**src/rtl/edge_event_detector.sv**
```systemverilog
// Multi-channel edge detector: synchroniser, shared-length glitch filter, event pulses and sticky flags.
// Define EDGE_EVENT_DETECTOR_SYNC_EN to insert the SYNC_STAGES-deep input synchroniser.
module edge_event_detector #(
  parameter int CHANNELS    = 4,
  parameter int SYNC_STAGES = 2,
  parameter int FILTER_W    = 4
) (
  input  logic                  clk,
  input  logic                  rst_n,
  input  logic [CHANNELS-1:0]   sig_in,
  input  logic [2*CHANNELS-1:0] mode,
  input  logic [FILTER_W-1:0]   filt_len,
  input  logic [CHANNELS-1:0]   clr,
  output logic [CHANNELS-1:0]   pulse_out,
  output logic [CHANNELS-1:0]   flag_out,
  output logic [CHANNELS-1:0]   level_out,
  output logic                  any_flag
);

  if (CHANNELS < 1 || CHANNELS > 16 || SYNC_STAGES < 2 || SYNC_STAGES > 4) begin : g_param_check
    $error("edge_event_detector: parameter out of range");
  end

  logic [CHANNELS-1:0] synced;
  logic [CHANNELS-1:0] accept;
  logic [CHANNELS-1:0] event_hit;
  logic [FILTER_W-1:0] cnt_q [CHANNELS];

`ifdef EDGE_EVENT_DETECTOR_SYNC_EN
  logic [SYNC_STAGES-1:0] sync_q [CHANNELS];

  always_ff @(posedge clk) begin
    for (int i = 0; i < CHANNELS; i++) begin
      if (!rst_n) sync_q[i] <= '0;
      else        sync_q[i] <= {sync_q[i][SYNC_STAGES-2:0], sig_in[i]};
    end
  end

  always_comb begin
    synced = '0;
    for (int i = 0; i < CHANNELS; i++) synced[i] = sync_q[i][SYNC_STAGES-1];
  end
`else
  // Inputs are assumed already synchronous to clk in this build.
  assign synced = sig_in;
`endif

  // The >= compare lets a shortened filt_len take effect mid-count.
  always_comb begin
    accept    = '0;
    event_hit = '0;
    for (int i = 0; i < CHANNELS; i++) begin
      accept[i]    = (synced[i] != level_out[i]) && (cnt_q[i] >= filt_len);
      event_hit[i] = accept[i] && ((synced[i] && mode[2*i]) || (!synced[i] && mode[2*i+1]));
    end
  end

  always_ff @(posedge clk) begin
    if (!rst_n) begin
      level_out <= '0;
      pulse_out <= '0;
      flag_out  <= '0;
      for (int i = 0; i < CHANNELS; i++) cnt_q[i] <= '0;
    end else begin
      for (int i = 0; i < CHANNELS; i++) begin
        if (synced[i] == level_out[i]) begin
          cnt_q[i] <= '0;
        end else if (accept[i]) begin
          level_out[i] <= synced[i];
          cnt_q[i]     <= '0;
        end else begin
          cnt_q[i] <= cnt_q[i] + 1'b1;
        end
      end
      pulse_out <= event_hit;
      flag_out  <= event_hit | (flag_out & ~clr);
    end
  end

  assign any_flag = |flag_out;

endmodule
```
**config.mk**
```make
export PLATFORM = sky130hd
export DESIGN_NAME = edge_event_detector
export DESIGN_NICKNAME = d
export VERILOG_FILES = /design/src/rtl/edge_event_detector.sv
export SDC_FILE = /design/constraint.sdc
export NUM_CORES = 1
export LEC_CHECK = 0
export BUFFER_PORTS_ARGS = -buffer_cell sky130_fd_sc_hd__clkbuf_2
export CELL_PAD_IN_SITES_DETAIL_PLACEMENT = 1
export CELL_PAD_IN_SITES_GLOBAL_PLACEMENT = 2
export CORE_ASPECT_RATIO = 1.25
export CORE_MARGIN = 2
export CORE_UTILIZATION = 35
export DETAILED_ROUTE_END_ITERATION = 8
export PLACE_DENSITY_LB_ADDON = 0.12
export SYNTH_ARGS = -nofsm -noshare
export SYNTH_HDL_FRONTEND = slang
export SYNTH_SLANG_ARGS = --single-unit
export TNS_END_PERCENT = 10
```
**constraint.sdc**
```tcl
create_clock -name clk -period 3.1 [get_ports clk]
set_clock_uncertainty 0.05 [all_clocks]
set_input_delay 0.465 -clock clk [delete_from_list [all_inputs] [get_ports clk]]
set_output_delay 0.465 -clock clk [all_outputs]
set_load 0.01 [all_outputs]
```
Word level (Yosys, flattened, before mapping)

Memory sizes are Yosys's and may differ from the RTL's.
Cells that the tools add are included.

Add/subtract/negate cells: 4
Order comparisons: 4
Equality and inequality tests: 8
Mux-type cells: 57
Bitwise operators: 19
Reduce and logical (&&, ||, !) cells: 29

Operator list:

| cell                                                           | number |
|---|---|
| 4-bit two-way mux                                              | 12 |
| 1-bit two-way mux                                              | 45 |
| 4-bit by 1-bit adder with 4-bit output (second input constant) | 4 |
| 4-bit greater-or-equal comparator                              | 4 |
| 1-bit logical AND                                              | 16 |
| 1-bit OR                                                       | 12 |
| 2-bit AND reduction                                            | 4 |
| 4-bit AND                                                      | 1 |
| 1-bit == test                                                  | 4 |
| 1-bit zero test                                                | 4 |
| 1-bit logical OR                                               | 4 |
| 1-bit != test                                                  | 4 |
| 1-bit NOT                                                      | 4 |
| 4-bit NOT                                                      | 1 |
| 4-bit OR                                                       | 1 |
| 4-bit OR reduction                                             | 1 |

Register bits: 12
RAM bits: 16
Output and inout port bits: 13
Word-level logic and storage cells: 128
Memories kept: 1

Memories:

| name  | depth | width | read ports | clocked after memory_dff | write ports | line | text |
|---|---|---|---|---|---|---|---|
| cnt_q | 4     | 4     | 4          | 0                        | 4           | 27   | `logic [FILTER_W-1:0] cnt_q [CHANNELS];` |

Depth between registers and ports, before layout

Depth in word-level cells: 8
Depth in mapped cells: 6
Mapped depth without buffers: 6

Worst setup path after synthesis

No wires, ideal clock.

Path type: input-to-reg
Start: input port filt_len[0]
End: register flag_out[0]
Setup time: 116 ps
Arrival time: 1572 ps
Path slack: 1363 ps
Stages on the path: 5
Cell sequence: ha_1 -> nand2b_4 -> a2111oi_4 -> nor4b_2 -> a31o_1

Cells in the longest elaborated chain, start to end: 4

Ends and longest elaborated chain:

| what                              | line | text |
|---|---|---|
| start: declaration                | 12   | `input logic [FILTER_W-1:0] filt_len,` |
| 4-bit greater-or-equal comparator | 53   | `accept[i] = (synced[i] != level_out[i]) && (cnt_q[i] >= filt_len);` |
| 1-bit logical AND                 | 53   |  |
| 1-bit logical AND                 | 54   | `event_hit[i] = accept[i] && ((synced[i] && mode[2*i]) \|\| (!synced[i] && mode[2*i+1]));` |
| 4-bit OR                          | 76   | `flag_out <= event_hit \| (flag_out & ~clr);` |
| end signal: assignment            | 76   |  |
| end: declaration                  | 15   | `output logic [CHANNELS-1:0] flag_out,` |

No other way between the ends.
A chain may end at the register's enable or synchronous reset.

==> key figures <==
Routing
  – Post-DR vias/cell: 4.75
  – Drt initial violations: 20
  – # DRC: 0
  – Antenna viol nets, final: 0
  – Via count: 1269
  – Per-cell routed wire length: 13.6 um
  – Detailed Routing Iterations Pass 1: 3
  – Drt total wl: 3630 um

CTS
  – Root Driver: clkbuf_8
  – Inserted Clock Buffers: 3
  – Post-cts sizing count: 0
  – Post-CTS Hold Fix Bufs: 0
  – Clk slew on worst S/H paths: 100 ps
  – H-tree Lvls: 1
  – Clk_lat worst skew: 280 ps
  – Clock Sinks: 28
  – Clock Tree Buf Depth: 2
  – CTS tree: yes
  – Post-CTS setup buffer count: 0

STA
  – Fin crit period: 1870 ps
  – Post-Route Hold Slack: 300 ps
  – # setup viols final: 0
  – RSZ-0062 raised after global routing: no
  – Final period util: 0.604
  – Final Slew Violations: 0
  – Final hold vios: 0
  – Setup TNS: 0 ps
  – Max Clock Freq: 534 MHz

Setup path
  – R2r endpoint: cnt_q[3][3]
  – Max incr delay on CP: 460 ps
  – Startpoint Class: flop
  – Critical R2R Launch: cnt_q[3][0]
  – WS Path Type: reg -> reg
  – Critical path, cell by cell: inv_1 -> ha_1 -> nand2b_4 -> a2111oi_4 -> o211ai_2 -> nor2_1
  – Stages on the worst setup path: 6
  – Flop2flop setup slack: 1230 ps
  – Origin of the worst setup path: cnt_q[3][0]
  – WP data required: 3190 ps
  – R2R cell count: 6
  – Data arrival, critical path: 1960 ps
  – Worst setup path endpoint: cnt_q[3][3]
  – CP top delay family: compound AO/OA/AOI/OAI gates
  – Crit path buffers/inverters: 1
  – Crit. End Element: flop
  – CP max stage cell: edfxtp_1
  – CP Max Fanout: 4

Global routing
  – GRT overflow: 0
  – Antenna violations before repair: 0
  – Vias in the first global route: 1371
  – First-pass GRT wire length: 6150 um
  – Total GRT Usage: 0.150
  – Pin count of the biggest net entering global routing: 18

Floorplan
  – Width of the die: 66.0 um
  – Die Span Y: 81.4 um
  – Die area: 5370 um^2
  – Starting density of the core: 0.358
  – Rows: 28
  – Io pins: 35
  – Area of the core: 4690 um^2

Hold path
  – Hold Crit Class: in -> reg

Power
  – Worst vdd ir: 250 uV
  – Leakage: 0.925 nW
  – Switching share of power: 0.273
  – Clk pwr share: 0.293
  – P_sw: 242 uW
  – Pint: 646 uW
  – Cell Pwr Density: 437 nW/um^2
  – Comb power frac: 0.207
  – Sequential power share: 0.500

Layout
  – Commonest cells after routing, fill and taps aside: 34 x clkbuf_2, 20 x nor2_1, 20 x ha_1, 16 x edfxtp_1, 16 x conb_1
  – Most common cell after layout, fill and taps aside: clkbuf_2
  – Layout area overhead: 21.2%
  – Layout net count: 250
  – Antenna diodes: 0
  – Share of post-route cells with drive strength above 1: 0.222

Synthesis
  – Post-synth EDFFs: 16
  – Post-synth ARST share: 0
  – Most used DFF post-synth: edfxtp_1
  – Yosys cell types: 33
  – Avg Cell Area, Syn: 10.8 um^2
  – Sequential area share after synthesis: 0.429
  – Mapped Area: 1680 um^2
  – Synthesis-stage register bit count: 28
  – Total of warnings raised by yosys: 0
  – Mapped Cells: 156

Status
  – Status: completed

Placement
  – GP Congestion: 0.693
  – Port Buffers: 34
  – Post-detail-place hpwl: 3070 um

Job
  – Max Cap Viol: 0
## registers in the layout, indices dropped and copies added (netlist names)
signal and count:
cnt_q 16, flag_out 4, pulse_out 4, level_out 4
## cell families after synthesis
family,count (synthesis),share of synthesized area
xor+xnor,10,0.0522
flops,28,0.429
simple gates,56,0.187
buf+inv,13,0.0320
other cells,1,0.00223
compound gates,26,0.136
fa+ha+maj,20,0.149
mux,2,0.0119
## per-stage QoR
step                worst slack, ps  power (mW)  std cells   util  area (um^2)
floorplan                      1360       0.579        171      -         1740
global placement               1120       0.631        263  0.419         1970
detailed placement             1040       0.641        263  0.419         1970
CTS                            1180       0.905        267  0.433         2030
global route                   1080       0.946        267  0.433         2030
finish                         1230       0.888        267  0.433         2030
## power by group through the flow
| stage | Combinational (mW) | Sequential (mW) | Clock [mW] |
|---|---|---|---|
| after floorplan | 0.128 | 0.451 | 0 |
| after global placement | 0.180 | 0.451 | 0 |
| after detailed placement | 0.187 | 0.453 | 0 |
| after CTS | 0.189 | 0.445 | 0.271 |
| after global routing | 0.212 | 0.448 | 0.287 |
| final | 0.184 | 0.444 | 0.261 |
## layout make-up
cell class / instances / area [um^2]
Sequential cell: 28 / 721
Tap cell: 60 / 75.1
Clock buffer: 4 / 66.3
Multi-Input combinational cell: 130 / 961
Inverter: 11 / 41.3
Timing Repair Buffer: 34 / 170
Fill cell: 579 / 2660
## Yosys cell counts (4+ instances only)
master	count	share of area
dfxtp_1	12	0.14
nand3b_1	4	0.018
xnor2_1	4	0.021
xor2_1	6	0.031
nor2b_1	6	0.022
ha_1	20	0.15
edfxtp_1	16	0.29
nand2_1	9	0.020
o31ai_1	4	0.018
inv_1	11	0.025
a21oi_1	4	0.012
nor2_1	20	0.045
nand3_1	4	0.012
o21a_1	4	0.018
## routing by layer
layer,track usage,vias up,routed length (um)
li1,-,644,-
met1,0.166,602,1500
met2,0.288,19,1980
met3,0.0205,4,101
met4,0.0551,0,52
met5,0,-,0
## worst min path at each step
stage,startpoint,endpoint,cells after the start
after global routing,clr[3],flag_out[3],2
after detailed placement,flag_out[3],flag_out[3],2
after global placement,flag_out[3],flag_out[3],2
after floorplan,flag_out[3],flag_out[3],2
final,clr[3],flag_out[3],2
after CTS,clr[3],flag_out[3],2
No activity file was read; power rests on OpenSTA's default activity.
